## config.mk

```make
export PLATFORM = sky130hd
export DESIGN_NAME = wb_arbiter_flat
export DESIGN_NICKNAME = d
export VERILOG_FILES = /design/src/rtl/cpu_pkg.sv /design/src/rtl/wb_arbiter_if.sv /design/src/rtl/wb_fifo.sv /design/src/rtl/wb_arbiter.sv /design/src/flat_wrapper.sv
export SDC_FILE = /design/constraint.sdc
export NUM_CORES = 1
export LEC_CHECK = 0
export BUFFER_PORTS_ARGS = -buffer_cell sky130_fd_sc_hd__buf_2
export CORE_MARGIN = 4
export CORE_UTILIZATION = 55
export CTS_CLUSTER_SIZE = 30
export DETAILED_ROUTE_END_ITERATION = 8
export GPL_TIMING_DRIVEN = 0
export PLACE_DENSITY = 0.88
export SYNTH_ARGS = -nofsm -noshare
export SYNTH_HDL_FRONTEND = slang
export SYNTH_HIERARCHICAL = 1
export SYNTH_SLANG_ARGS = --single-unit
```

## constraint.sdc

```tcl
create_clock -name Clk -period 5 [get_ports Clk]
set_clock_uncertainty 0.2 [all_clocks]
set_input_delay 0.5 -clock Clk [delete_from_list [all_inputs] [get_ports Clk]]
set_output_delay 0.5 -clock Clk [all_outputs]
set_load 0.005 [all_outputs]
```

## src/rtl/cpu_pkg.sv

```systemverilog
// Shared CPU-side definitions used by the write-back arbiter and its FIFO.
package cpu_pkg;

    localparam int REG_AW   = 5;
    localparam int XLEN     = 32;
    localparam int REG_ZERO = 0;

    typedef struct packed {
        logic [REG_AW-1:0] rd;
        logic [XLEN-1:0]   data;
    } wb_req_t;

    // Source driving the register-file write port in a given cycle.
    typedef enum logic [1:0] {
        S_IDLE = 2'd0,
        S_ALU  = 2'd1,
        S_LD   = 2'd2,
        S_FULL = 2'd3
    } wb_sel_t;

endpackage

```

## src/rtl/wb_arbiter_if.sv

```systemverilog
// Bundle of the ALU result, load response and register-file write signals
// around the write-back arbiter. The arbiter is the slave side.
interface wb_arbiter_if
    import cpu_pkg::*;
#(
    parameter int DEPTH = 4,
    parameter int DW    = XLEN,
    parameter int AW    = REG_AW
);
    localparam int CW = $clog2(DEPTH) + 1;

    logic          alu_valid;
    logic          alu_ready;
    logic [AW-1:0] alu_rd;
    logic [DW-1:0] alu_data;

    logic          ld_valid;
    logic          ld_ready;
    logic [AW-1:0] ld_rd;
    logic [DW-1:0] ld_data;

    logic [AW-1:0] RD;
    logic [DW-1:0] WData;
    logic          RegWr;

    logic [31:0]   pend_mask;
    logic [CW-1:0] fifo_count;

    modport master (
        output alu_valid, alu_rd, alu_data,
        output ld_valid, ld_rd, ld_data,
        input  alu_ready, ld_ready,
        input  RD, WData, RegWr, pend_mask, fifo_count
    );

    modport slave (
        input  alu_valid, alu_rd, alu_data,
        input  ld_valid, ld_rd, ld_data,
        output alu_ready, ld_ready,
        output RD, WData, RegWr, pend_mask, fifo_count
    );

endinterface

```

## src/rtl/wb_fifo.sv

```systemverilog
// Synchronous FIFO for buffered load responses. Besides the head entry it
// exposes per-slot valid bits and stored destinations so the owner can see
// which registers still have a load in flight.
module wb_fifo #(
    parameter int DEPTH = 4,
    parameter int DW    = 32,
    parameter int AW    = 5
) (
    input  logic                      Clk,
    input  logic                      Reset,
    input  logic                      push_i,
    input  logic [AW-1:0]             push_rd_i,
    input  logic [DW-1:0]             push_data_i,
    input  logic                      pop_i,
    output logic                      full_o,
    output logic                      empty_o,
    output logic [AW-1:0]             head_rd_o,
    output logic [DW-1:0]             head_data_o,
    output logic [$clog2(DEPTH):0]    count_o,
    output logic [DEPTH-1:0]          valid_o,
    output logic [DEPTH-1:0][AW-1:0]  rd_vec_o
);
    localparam int PW = $clog2(DEPTH);
    localparam logic [PW-1:0] PTR_ONE  = PW'(1);
    localparam logic [PW:0]   CNT_ONE  = (PW+1)'(1);
    localparam logic [PW:0]   CNT_FULL = (PW+1)'(DEPTH);

    logic [PW-1:0]    wr_ptr_q, wr_ptr_d;
    logic [PW-1:0]    rd_ptr_q, rd_ptr_d;
    logic [PW:0]      count_q, count_d;
    logic [DEPTH-1:0] valid_q, valid_d;
    logic             push_ok, pop_ok;

    logic [AW-1:0]    rd_mem_q   [DEPTH];
    logic [DW-1:0]    data_mem_q [DEPTH];

    assign full_o      = (count_q == CNT_FULL);
    assign empty_o     = (count_q == '0);
    assign push_ok     = push_i && !full_o;
    assign pop_ok      = pop_i && !empty_o;
    assign head_rd_o   = rd_mem_q[rd_ptr_q];
    assign head_data_o = data_mem_q[rd_ptr_q];
    assign count_o     = count_q;
    assign valid_o     = valid_q;

    // Expose stored destinations; stale slots are masked by valid_o.
    always_comb begin
        for (int i = 0; i < DEPTH; i++) begin
            rd_vec_o[i] = rd_mem_q[i];
        end
    end

    // Next pointers, occupancy and slot-valid bits. Pointers wrap naturally
    // because DEPTH is a power of two.
    always_comb begin
        wr_ptr_d = wr_ptr_q;
        rd_ptr_d = rd_ptr_q;
        count_d  = count_q;
        valid_d  = valid_q;
        if (push_ok) begin
            wr_ptr_d          = wr_ptr_q + PTR_ONE;
            valid_d[wr_ptr_q] = 1'b1;
        end
        if (pop_ok) begin
            rd_ptr_d          = rd_ptr_q + PTR_ONE;
            valid_d[rd_ptr_q] = 1'b0;
        end
        case ({push_ok, pop_ok})
            2'b10:   count_d = count_q + CNT_ONE;
            2'b01:   count_d = count_q - CNT_ONE;
            default: count_d = count_q;
        endcase
    end

    // Control state; reset discards everything buffered.
    always_ff @(posedge Clk or posedge Reset) begin
        if (Reset) begin
            wr_ptr_q <= '0;
            rd_ptr_q <= '0;
            count_q  <= '0;
            valid_q  <= '0;
        end else begin
            wr_ptr_q <= wr_ptr_d;
            rd_ptr_q <= rd_ptr_d;
            count_q  <= count_d;
            valid_q  <= valid_d;
        end
    end

    // Entry storage; contents only matter while the slot is valid.
    always_ff @(posedge Clk) begin
        if (push_ok) begin
            rd_mem_q[wr_ptr_q]   <= push_rd_i;
            data_mem_q[wr_ptr_q] <= push_data_i;
        end
    end

endmodule

```

## src/rtl/wb_arbiter.sv

```systemverilog
// Write-back arbiter in front of the register file. ALU results win the
// single write port unless the load FIFO is full, in which case the oldest
// load is drained so buffered loads cannot starve.
module wb_arbiter
    import cpu_pkg::*;
#(
    parameter int DEPTH = 4,
    parameter int DW    = XLEN,
    parameter int AW    = REG_AW
) (
    input  logic        Clk,
    input  logic        Reset,
    wb_arbiter_if.slave bus
);
    localparam int CW = $clog2(DEPTH) + 1;

    logic                     fifo_full, fifo_empty;
    logic [AW-1:0]            head_rd;
    logic [DW-1:0]            head_data;
    logic [CW-1:0]            fifo_cnt;
    logic [DEPTH-1:0]         ent_valid;
    logic [DEPTH-1:0][AW-1:0] ent_rd;
    logic                     push, pop;
    wb_sel_t                  sel;

    logic [AW-1:0] rd_q, rd_d;
    logic [DW-1:0] wdata_q, wdata_d;
    logic          regwr_q, regwr_d;
    logic [31:0]   pend_mask_c;

    wb_fifo #(
        .DEPTH (DEPTH),
        .DW    (DW),
        .AW    (AW)
    ) u_fifo (
        .Clk         (Clk),
        .Reset       (Reset),
        .push_i      (push),
        .push_rd_i   (bus.ld_rd),
        .push_data_i (bus.ld_data),
        .pop_i       (pop),
        .full_o      (fifo_full),
        .empty_o     (fifo_empty),
        .head_rd_o   (head_rd),
        .head_data_o (head_data),
        .count_o     (fifo_cnt),
        .valid_o     (ent_valid),
        .rd_vec_o    (ent_rd)
    );

    // No pass-through when full: a full FIFO refuses the new load outright.
    assign push          = bus.ld_valid && !fifo_full;
    assign bus.ld_ready  = !fifo_full;
    assign bus.alu_ready = (sel != S_FULL);
    assign bus.fifo_count = fifo_cnt;

    // Priority select: full FIFO, then ALU, then pending load, else idle.
    always_comb begin
        sel = S_IDLE;
        if (fifo_full) begin
            sel = S_FULL;
        end else if (bus.alu_valid) begin
            sel = S_ALU;
        end else if (!fifo_empty) begin
            sel = S_LD;
        end
    end

    // Next write-port value; x0 targets are consumed but never written.
    always_comb begin
        rd_d    = rd_q;
        wdata_d = wdata_q;
        regwr_d = 1'b0;
        pop     = 1'b0;
        case (sel)
            S_FULL, S_LD: begin
                pop     = 1'b1;
                rd_d    = head_rd;
                wdata_d = head_data;
                regwr_d = (head_rd != AW'(REG_ZERO));
            end
            S_ALU: begin
                rd_d    = bus.alu_rd;
                wdata_d = bus.alu_data;
                regwr_d = (bus.alu_rd != AW'(REG_ZERO));
            end
            default: begin
            end
        endcase
    end

    // Registered register-file write port.
    always_ff @(posedge Clk or posedge Reset) begin
        if (Reset) begin
            rd_q    <= '0;
            wdata_q <= '0;
            regwr_q <= 1'b0;
        end else begin
            rd_q    <= rd_d;
            wdata_q <= wdata_d;
            regwr_q <= regwr_d;
        end
    end

    assign bus.RD    = rd_q;
    assign bus.WData = wdata_q;
    assign bus.RegWr = regwr_q;

    // Destinations of loads still buffered; x0 is never a hazard.
    always_comb begin
        pend_mask_c = '0;
        for (int i = 0; i < DEPTH; i++) begin
            if (ent_valid[i]) begin
                pend_mask_c = pend_mask_c | (32'd1 << ent_rd[i]);
            end
        end
        pend_mask_c[0] = 1'b0;
    end

    assign bus.pend_mask = pend_mask_c;

endmodule

```

## src/flat_wrapper.sv

```systemverilog
// flat-port wrapper written by rule: the top's interface ports become plain ports
module wb_arbiter_flat import cpu_pkg::*;
#(
    parameter int DEPTH = 4,
    parameter int DW    = XLEN,
    parameter int AW    = REG_AW
)
  (Clk, Reset, bus_alu_valid, bus_alu_rd, bus_alu_data, bus_ld_valid, bus_ld_rd, bus_ld_data, bus_alu_ready, bus_ld_ready, bus_RD, bus_WData, bus_RegWr, bus_pend_mask, bus_fifo_count);
  wb_arbiter_if #(.DEPTH(DEPTH), .DW(DW), .AW(AW)) bus_i ();
  input  logic Clk;
  input  logic Reset;
  input wire logic [$bits(bus_i.alu_valid)-1:0] bus_alu_valid;
  input wire logic [$bits(bus_i.alu_rd)-1:0] bus_alu_rd;
  input wire logic [$bits(bus_i.alu_data)-1:0] bus_alu_data;
  input wire logic [$bits(bus_i.ld_valid)-1:0] bus_ld_valid;
  input wire logic [$bits(bus_i.ld_rd)-1:0] bus_ld_rd;
  input wire logic [$bits(bus_i.ld_data)-1:0] bus_ld_data;
  output wire logic [$bits(bus_i.alu_ready)-1:0] bus_alu_ready;
  output wire logic [$bits(bus_i.ld_ready)-1:0] bus_ld_ready;
  output wire logic [$bits(bus_i.RD)-1:0] bus_RD;
  output wire logic [$bits(bus_i.WData)-1:0] bus_WData;
  output wire logic [$bits(bus_i.RegWr)-1:0] bus_RegWr;
  output wire logic [$bits(bus_i.pend_mask)-1:0] bus_pend_mask;
  output wire logic [$bits(bus_i.fifo_count)-1:0] bus_fifo_count;
  assign bus_i.alu_valid = bus_alu_valid;
  assign bus_i.alu_rd = bus_alu_rd;
  assign bus_i.alu_data = bus_alu_data;
  assign bus_i.ld_valid = bus_ld_valid;
  assign bus_i.ld_rd = bus_ld_rd;
  assign bus_i.ld_data = bus_ld_data;
  assign bus_alu_ready = bus_i.alu_ready;
  assign bus_ld_ready = bus_i.ld_ready;
  assign bus_RD = bus_i.RD;
  assign bus_WData = bus_i.WData;
  assign bus_RegWr = bus_i.RegWr;
  assign bus_pend_mask = bus_i.pend_mask;
  assign bus_fifo_count = bus_i.fifo_count;
  wb_arbiter #(.DEPTH(DEPTH), .DW(DW), .AW(AW)) u_core (.Clk(Clk), .Reset(Reset), .bus(bus_i));
endmodule
```

==> flow_summary.ini, run 1 <==
[status]
status = completed

[timing]
tns_ps = 0
timing.final.setup_violations = 0
fin_crit_sh_pct = 68.6
finalCriticalPeriod_ps = 3430
whs_ps = 85.5
relSlewSlack_pct = 35.8
slew_viol_final = 0
rsz0062_at_grt = no
final_hold_viol_count = 0
worst_slew_pin_slew_ps = 961
max_freq_mhz = 291

[synthesis]
yosys.area.top_type_share_pct = 51.3
synthArstFlopShare_pct = 24.9
synth_area_leaders = edfxtp_1 51%, dfrtp_1 14%, mux4_2 9.6%, a22oi_1 4.5%, o221ai_1 3.1%
ys_warn_count = 6
synth_cells = 555
syn_avg_cell_area_sq_um = 15.6
yosysSeqAreaShare_pct = 65.4
synth_cell_type_count = 46
ys_ff_latch = 197
synth_top_area_cell = edfxtp_1
syn-num-nets = 643
synth_ff_type = edfxtp_1
synth.cell_area_sq_um = 8660
synth_edf_count = 148

[worst_setup_path]
cp_max_fo = 10
crit_type = reg -> reg
endpoint = u_core/u_fifo/count_o[2]$_DFFE_PP0P_
r2r_cells = 10
r2r_slack_ps = 1570
r2r-start = u_core/u_fifo/count_o[0]$_DFFE_PP0P_
crit_arrival_ps = 3580
required_ps = 5150
r2r-end = u_core/u_fifo/count_o[2]$_DFFE_PP0P_
start_kind = flop
cp-startpoint = u_core/u_fifo/count_o[0]$_DFFE_PP0P_
end_kind = flop

[drt]
ant_nets = 0
wl_per_cell_microns = 24.9
drt_first_pass_iters = 5
wirelength_microns = 23800
drtIter0Drc = 730
vias_per_cell = 6.42
vias = 6134
drc_errors = 0

[power]
leakagePower_nw = 3.90
irDropWorstVdd_mv = 0.313
p_per_area_nw_per_um2 = 560
p_total_w = 0.00584

[cts]
cts_tree = yes
clock-root-buffer = clkbuf_16
cts_resized = 0
clock_latency_ps = 420
clock-sinks = 197
cts_setup_buffers = 0
clk_pin_slew_ps = 70
cts_buffers = 17
ctsLongestPathBuffers = 2
htree_levels = 4

[global_routing]
grt_pass1_vias = 6435
track_usage_pct = 27.2
grt-ovfl-total = 0
grt_first_pass_wirelength_microns = 36800
antenna_found_initial = 2
grt_max_degree = 39

[finish]
instances_no_fill = 955
mostFrequentLayoutCells = 165 x buf_2, 148 x edfxtp_1, 52 x a22oi_1
fill_cells = 1041
num-nets-final = 818
final_core_util_pct = 68.1
regArea_sq_um = 5670
area_delta_synth_final_pct = 20.4
final_common_cell = buf_2
final_layout_size_suffix_gt1_share_pct = 35.5
multi_input_area_sq_um = 2800

[min_path]
hold_path.class = in -> reg

[floorplan]
rows = 45
die_x_microns = 134
io_pins = 153
die_h_microns = 134
core_region_area_sq_um = 15300
dieArea_sq_um = 17800
start_util_pct = 56.6

[run]
maxCapViolations = 0

[placed_design]
dp_cells = 921
finalWeightedCongestion = 0.907
dp_hpwl_microns = 16500
io_buffers = 151
==> cells by family (layout without fill, tap and decap cells) <==
family                   after synthesis  count (layout)  synth area share, %
flip-flops                           197             197                 65.4
AO/OA/AOI/OAI                        143             143                 12.1
AND/OR/NAND/NOR                      114             114                 7.80
buffers and inverters                 45             233                 2.58
multiplexers                          40              40                 10.0
adder cells (fa/ha/maj)               10              10                 1.53
XOR/XNOR                               5               5                0.506
other                                  1               2               0.0433
==> state kept, by name, indices dropped and copies added, names as in the netlist <==
| register | cells |
|---|---|
| u_core/u_fifo/data_mem_q | 128 |
| u_core/bus.WData | 32 |
| u_core/u_fifo/rd_mem_q | 20 |
| u_core/bus.RD | 5 |
| u_core/u_fifo/valid_o | 4 |
| u_core/u_fifo/count_o | 3 |
| u_core/u_fifo/rd_ptr_q | 2 |
| u_core/u_fifo/wr_ptr_q | 2 |
| u_core/bus.RegWr | 1 |
==> worst max-delay path, stage by stage, from the launching register on <==
cell	delay, ps
dfrtp_1	470
nor3b_4	700
clkbuf_1	530
nor2b_1	260
nand2b_4	150
ha_1	180
inv_1	60
fa_1	370
xor2_1	150
nor2_1	120
xor2_1	150
==> how the worst min path moves through the flow <==
stage / start / end / cells after the start / slack, ps
2_1_floorplan: Reset / u_core/u_fifo/count_o[0]$_DFFE_PP0P_ / 1 / 150
3_3_place_gp: u_core/u_fifo/wr_ptr_q[0]$_DFFE_PP0P_ / u_core/u_fifo/wr_ptr_q[0]$_DFFE_PP0P_ / 1 / 310
3_5_place_dp: u_core/u_fifo/wr_ptr_q[0]$_DFFE_PP0P_ / u_core/u_fifo/wr_ptr_q[0]$_DFFE_PP0P_ / 1 / 330
4_1_cts: bus_ld_data[19] / u_core/u_fifo/data_mem_q[3][19]$_DFFE_PP_ / 1 / 70
5_1_grt: bus_ld_data[19] / u_core/u_fifo/data_mem_q[1][19]$_DFFE_PP_ / 1 / 80
6_report: bus_ld_data[19] / u_core/u_fifo/data_mem_q[2][19]$_DFFE_PP_ / 1 / 90
==> report_power, final <==
part	leakage, nW	switching, W	total [W]	internal [W]
Clock	0.287	0.000571	0.00135	0.000780
Combinational	1.68	0.00109	0.00196	0.000871
Sequential	1.94	0.000281	0.00253	0.00225
==> repair_timing <==
action	in CTS	in global routing
endpoints found under the hold margin	11	0
hold buffers	1	0
setup endpoints to repair	0	0
==> metal layers <==
layer	wire [microns]	global-route usage (%)	vias to the layer above
met5	13	0	-
li1	-	-	2606
met3	1850	5.59	50
met1	9430	36.5	3099
met4	552	9.71	2
met2	11900	44.7	377
==> final cells by class <==
cell class                 count  area share, %
antenna                        1         0.0240
clock buffer                  22           4.55
timing repair buffer         156           8.40
clock inverter                10           1.15
inverter                      11          0.396
multi-input combinational    313           26.8
buffer                        34           1.75
tap                          211           2.53
sequential                   197           54.4
==> metrics by stage <==
step / worst slack (ps) / area [sq um]
finish: 1570 / 10400
global route: 1370 / 10400
CTS: 1610 / 10400
detailed placement: 1660 / 9820
global placement: 196 / 9680
floorplan: 1560 / 8660
==> cells in the mapped netlist, types with 6 or more instances <==
master    count
o21ai_0      37
o22a_1        9
o221ai_1     31
nor2_1        9
nand2_1      49
mux4_2       37
inv_1        11
edfxtp_1    148
and4bb_2      6
nand4b_1      7
nand2b_1      8
buf_2        14
clkbuf_1     13
a22oi_1      52
dfrtp_1      49
ha_1          9
nor2b_1      10
No activity file was read; power rests on OpenSTA's default activity.
==> inputs of run 2 (changes only) <==
==> constraint.sdc (replaced) <==
create_clock -name Clk -period 3.5 [get_ports Clk]
set_clock_uncertainty 0.2 [all_clocks]
set_input_delay 0.35 -clock Clk [delete_from_list [all_inputs] [get_ports Clk]]
set_output_delay 0.35 -clock Clk [all_outputs]
set_load 0.005 [all_outputs]
==> run 2 against run 1 <==
  * Via count grew 4.6%
  * Critical endpoint is now u_core/u_fifo/rd_mem_q[3][2]$_DFFE_PP_
  * Worst setup slack got worse by 1300 ps
  * Critical path depth down 3
  * Register-to-register slack worse by 1300 ps
  * Worst hold slack got worse by 53 ps
  * Sequential share of layout area shrank 2.1 points
==> flow_summary.ini, run 2 (same netlist as run 1, synthesis figures left out) <==
[status]
status = completed

[power]
irDropWorstVdd_mv = 0.442
p_sw_share_pct = 33.5
leakagePower_nw = 4.09
p_comb_share_pct = 34.3
seqPwrFrac_pct = 42.8
clock_power_share_pct = 22.9
p_per_area_nw_per_um2 = 779
power.internal_w = 0.00563
p_total_w = 0.00846
switching_power_w = 0.00283

[timing]
slew_viol_final = 0
fin_crit_sh_pct = 91.9
tns_ps = 0
relSlewSlack_pct = 38.7
timing.final.setup_violations = 0
final_hold_viol_count = 0
max_freq_mhz = 311
rsz0062_at_grt = no
whs_ps = 32.3
worst_slew_pin_slew_ps = 920
finalCriticalPeriod_ps = 3220

[worst_setup_path]
cp_max_fo = 20
r2r_cells = 7
start_kind = flop
crit_type = reg -> reg
r2r-end = u_core/u_fifo/rd_mem_q[3][2]$_DFFE_PP_
cp-startpoint = u_core/u_fifo/count_o[2]$_DFFE_PP0P_
crit_arrival_ps = 3140
required_ps = 3430
r2r-start = u_core/u_fifo/count_o[2]$_DFFE_PP0P_
r2r_slack_ps = 280
end_kind = flop

[cts]
cts_tree = yes
clock_latency_ps = 420
clock-sinks = 197
clk_pin_slew_ps = 70
ctsLongestPathBuffers = 2
cts_buffers = 17
clock-root-buffer = clkbuf_16
cts_resized = 0
htree_levels = 4

[drt]
drc_errors = 0
drtIter0Drc = 794
vias_per_cell = 6.43
drt_first_pass_iters = 5
wirelength_microns = 24800
ant_nets = 0
vias = 6419
wl_per_cell_microns = 24.8

[placed_design]
placed_area_sq_um = 9820
dp_cells = 921
dp_hpwl_microns = 16500
io_buffers = 151
finalWeightedCongestion = 0.907

[global_routing]
grt-ovfl-total = 0
grt_max_degree = 39
track_usage_pct = 28.2
antenna_found_initial = 1
grt_pass1_vias = 6639
grt_first_pass_wirelength_microns = 38000

[finish]
mostFrequentLayoutCells = 165 x buf_2, 148 x edfxtp_1, 52 x a22oi_1
num-nets-final = 862
largest_reg_flops = 128
final_layout_size_suffix_gt1_share_pct = 34.3
regMostFlops = u_core/u_fifo/data_mem_q
area_delta_synth_final_pct = 25.3
final_common_cell = buf_2
design_area_sq_um = 10900
instances_no_fill = 999

[floorplan]
rows = 45
dieArea_sq_um = 17800
die_h_microns = 134
die_x_microns = 134
io_pins = 153
core_region_area_sq_um = 15300
start_util_pct = 56.6

[min_path]
holdPathStages = 3
min_from = bus_alu_data[11]
hold_path.class = in -> reg
min_to = u_core/bus.WData[11]$_DFFE_PP0P_

[run]
maxCapViolations = 0
-- run 2: cell types whose count changed in the layout (fill, tap and decap cells not counted), sizes merged --
cell | previous run | this run
dlygate4sd3 | 1 | 39
buf | 176 | 182
-- run 2: power groups by stage --
| stage | Clock [W] | Combinational [W] | Sequential [W] |
|---|---|---|---|
| final | 0.00194 | 0.00290 | 0.00362 |
| after global routing | 0.00206 | 0.00312 | 0.00368 |
| after CTS | 0.00196 | 0.00283 | 0.00360 |
| after detailed placement | 0 | 0.00275 | 0.00363 |
| after global placement | 0 | 0.00255 | 0.00360 |
| after floorplan | 0 | 0.00169 | 0.00356 |
-- run 2: through the flow --
stage          setup WS (ps)  utilization (%)
6_report                 283             70.9
5_1_grt                  132             70.9
4_1_cts                  113             70.6
3_5_place_dp             164             64.2
3_3_place_gp           -1300             63.2
2_1_floorplan           63.2                -
-- run 2: area by class of cell --
cell class                 instances  area [sq um]
fill                             992          4460
multi-input combinational        313          2800
buffer                            34           183
antenna                            1          2.50
clock buffer                      22           474
timing repair buffer             200          1300
inverter                          11          41.3
clock inverter                    10           120
sequential                       197          5670
tap                              211           264
-- run 2: what timing repair did --
action	in CTS	in global routing
setup endpoints to repair	0	1
hold endpoints to repair	198	0
buffers inserted	0	6
hold buffers	39	0
-- run 2: critical path: stages (launching register included) --
cell      delay (ps)
dfrtp_1          440
nor3b_4          170
buf_4            180
clkbuf_1         310
nor2b_1          510
nand2_1          210
nor2_4           630
buf_16           250
-- run 2: worst max-delay path by stage --
stage | to | slack [ps] | cells after the start
after detailed placement | u_core/u_fifo/count_o[2]$_DFFE_PP0P_ | 160 | 10
after CTS | u_core/u_fifo/count_o[2]$_DFFE_PP0P_ | 110 | 11
after global placement | u_core/u_fifo/data_mem_q[3][5]$_DFFE_PP_ | -1300 | 5
after global routing | u_core/u_fifo/rd_mem_q[3][2]$_DFFE_PP_ | 130 | 7
after floorplan | u_core/u_fifo/data_mem_q[0][0]$_DFFE_PP_ | 60 | 5
final | u_core/u_fifo/rd_mem_q[3][2]$_DFFE_PP_ | 280 | 7
-- run 2: per-layer routing --
| layer | vias to the layer above | wire (microns) | share of wire [%] | global-route usage, % |
|---|---|---|---|---|
| li1 | 2699 | - | - | - |
| met1 | 3220 | 9570 | 39 | 37.6 |
| met2 | 447 | 12600 | 51 | 47.1 |
| met3 | 53 | 2020 | 8.2 | 4.98 |
| met4 | 0 | 624 | 2.5 | 10.1 |
| met5 | - | 0 | 0 | 0 |
==> inputs of run 3 (changes only) <==
--- a/config.mk
+++ b/config.mk
@@ -6,12 +6,13 @@
 export NUM_CORES = 1
 export LEC_CHECK = 0
 export BUFFER_PORTS_ARGS = -buffer_cell sky130_fd_sc_hd__buf_2
+export CORE_ASPECT_RATIO = 1.4
 export CORE_MARGIN = 4
-export CORE_UTILIZATION = 55
+export CORE_UTILIZATION = 51
 export CTS_CLUSTER_SIZE = 30
 export DETAILED_ROUTE_END_ITERATION = 8
 export GPL_TIMING_DRIVEN = 0
-export PLACE_DENSITY = 0.88
+export PLACE_DENSITY = 0.86
 export SYNTH_ARGS = -nofsm -noshare
 export SYNTH_HDL_FRONTEND = slang
 export SYNTH_HIERARCHICAL = 1
==> constraint.sdc (replaced) <==
create_clock -name Clk -period 2.9 [get_ports Clk]
set_clock_uncertainty 0.2 [all_clocks]
set_input_delay 0.29 -clock Clk [delete_from_list [all_inputs] [get_ports Clk]]
set_output_delay 0.29 -clock Clk [all_outputs]
set_load 0.005 [all_outputs]
==> run 3 against run 2 <==
  * Maximum frequency rose by 14%
  * Design area up 2.5%
  * Via count decreased by 2.8%
  * Sequential share of layout area shrank 1.3 points
  * Sequential power up 19%
  * Global-route usage down 3.0 points
  * Largest power group unchanged
  * Core utilization fell by 4.4 points
  * Sequential cell count unchanged
  * First-iteration DRC count fell by 18%
==> flow_summary.ini, run 3 (same netlist as run 1, synthesis figures left out) <==
[drt]
vias_per_cell = 6.12
drc_errors = 0
wl_per_cell_microns = 23.5
wirelength_microns = 24000
vias = 6238
ant_nets = 0
drtIter0Drc = 653
drt_first_pass_iters = 5

[min_path]
hold_path.class = in -> reg

[global_routing]
antenna_found_initial = 2
grt_first_pass_wirelength_microns = 36500
grt_pass1_vias = 6567
track_usage_pct = 25.1
grt_max_degree = 39
grt-ovfl-total = 0

[cts]
clk_pin_slew_ps = 70
cts_tree = yes
clock-root-buffer = clkbuf_16
htree_levels = 4
clock_latency_ps = 440
ctsLongestPathBuffers = 2
clock-sinks = 197
cts_buffers = 17

[finish]
regMostFlops = u_core/u_fifo/data_mem_q
largest_reg_flops = 128
instances_no_fill = 1019
final_core_util_pct = 66.5
mostFrequentLayoutCells = 164 x buf_2, 148 x edfxtp_1, 67 x dlygate4sd3_1
num-nets-final = 889
fill_cells = 1125
final_common_cell = buf_2
area_delta_synth_final_pct = 28.4
final_layout_size_suffix_gt1_share_pct = 33.5
design_area_sq_um = 11100

[power]
p_sw_share_pct = 33.2
leakagePower_nw = 4.19
power.internal_w = 0.00676
switching_power_w = 0.00337
irDropWorstVdd_mv = 0.580
seqPwrFrac_pct = 42.6
p_per_area_nw_per_um2 = 910
clock_power_share_pct = 22.6
p_comb_share_pct = 34.7
p_total_w = 0.0101

[floorplan]
start_util_pct = 51.7
dieArea_sq_um = 19200
die_x_microns = 118
io_pins = 153
core_region_area_sq_um = 16700
rows = 56
die_h_microns = 162

[worst_setup_path]
start_kind = flop
cp_max_fo = 10
crit_type = reg -> reg
crit_arrival_ps = 3000
required_ps = 3070
end_kind = flop

[timing]
relSlewSlack_pct = 37.9
max_freq_mhz = 353
rsz0062_at_grt = yes
fin_crit_sh_pct = 97.7
tns_ps = 0
finalCriticalPeriod_ps = 2830
final_hold_viol_count = 0
timing.final.setup_violations = 0
worst_slew_pin_slew_ps = 930
slew_viol_final = 0

[placed_design]
placed_area_sq_um = 9790
dp_cells = 913
finalWeightedCongestion = 0.933
dp_hpwl_microns = 16000
io_buffers = 151

[run]
maxCapViolations = 0

[status]
status = completed
[run 3: cell types whose count changed in the layout (fill, tap and decap cells not counted), moves of 2 or more]
cell           delta
dlygate4sd3_1    +28
buf_12            +5
nor2b_2           +2
buf_4             -4
nor2b_1           -2
buf_16            -3
[run 3: layout make-up]
type / instances / area (sq um) / share of cell area [%]
Antenna cell: 2 / 5.00 / 0.0450
Tap cell: 203 / 254 / 2.28
Buffer: 34 / 190 / 1.71
Clock buffer: 23 / 489 / 4.40
Clock inverter: 9 / 92.6 / 0.832
Multi-Input combinational cell: 314 / 2820 / 25.3
Inverter: 11 / 41.3 / 0.371
Timing Repair Buffer: 226 / 1570 / 14.1
Sequential cell: 197 / 5670 / 51.0
[run 3: worst paths after layout]
check	endpoint	cells past startpoint	from	slack, ps
max	u_core/u_fifo/count_o[2]$_DFFE_PP0P_	11	u_core/u_fifo/count_o[0]$_DFFE_PP0P_	70
max reg2reg	u_core/u_fifo/count_o[2]$_DFFE_PP0P_	11	u_core/u_fifo/count_o[0]$_DFFE_PP0P_	70
min in group asynchronous	u_core/u_fifo/count_o[2]$_DFFE_PP0P_	3	Reset	220
max in group asynchronous	u_core/bus.WData[6]$_DFFE_PP0P_	3	Reset	1490
min	u_core/bus.WData[20]$_DFFE_PP0P_	3	bus_alu_data[20]	20
min reg2reg	u_core/u_fifo/wr_ptr_q[0]$_DFFE_PP0P_	1	u_core/u_fifo/wr_ptr_q[0]$_DFFE_PP0P_	350
[run 3: repair_timing]
action / CTS / global route
resized for setup: 2 / 5
hold buffers: 67 / 0
endpoints found under the setup margin: 106 / 96
gates cloned: 1 / 0
setup buffers: 1 / 3
pin swaps: 2 / 3
hold endpoints to repair: 226 / 0
[run 3: worst max-delay path, stage by stage, from the launching register on]
cell	delay, ps
dfrtp_2	460
nor3b_4	300
o21bai_2	210
buf_6	190
nor2b_2	190
buf_6	150
ha_1	190
inv_1	60
fa_1	370
xor2_1	150
nor2_1	110
xor2_1	150
[run 3: power by group through the flow]
| stage | Sequential (W) | Combinational (W) | Clock [W] |
|---|---|---|---|
| global route | 0.00439 | 0.00378 | 0.00245 |
| global placement | 0.00434 | 0.00312 | 0 |
| detailed placement | 0.00434 | 0.00330 | 0 |
| CTS | 0.00429 | 0.00342 | 0.00233 |
| floorplan | 0.00429 | 0.00204 | 0 |
| finish | 0.00432 | 0.00352 | 0.00229 |
[run 3: per-layer routing]
metal	share of wire (%)	GRT usage (%)	wire length, microns
met1	38	29.4	9120
met2	52	44.2	12600
met4	3.7	12.0	889
met3	5.8	5.36	1380
met5	0	0	0
[run 3: metrics by stage]
step           setup slack [ps]  hold slack, ps
2_1_floorplan              -537           -57.6
3_3_place_gp              -1990             121
3_5_place_dp               -438             133
4_1_cts                    12.3           0.506
5_1_grt                   -72.2            23.6
6_report                   67.8            15.9
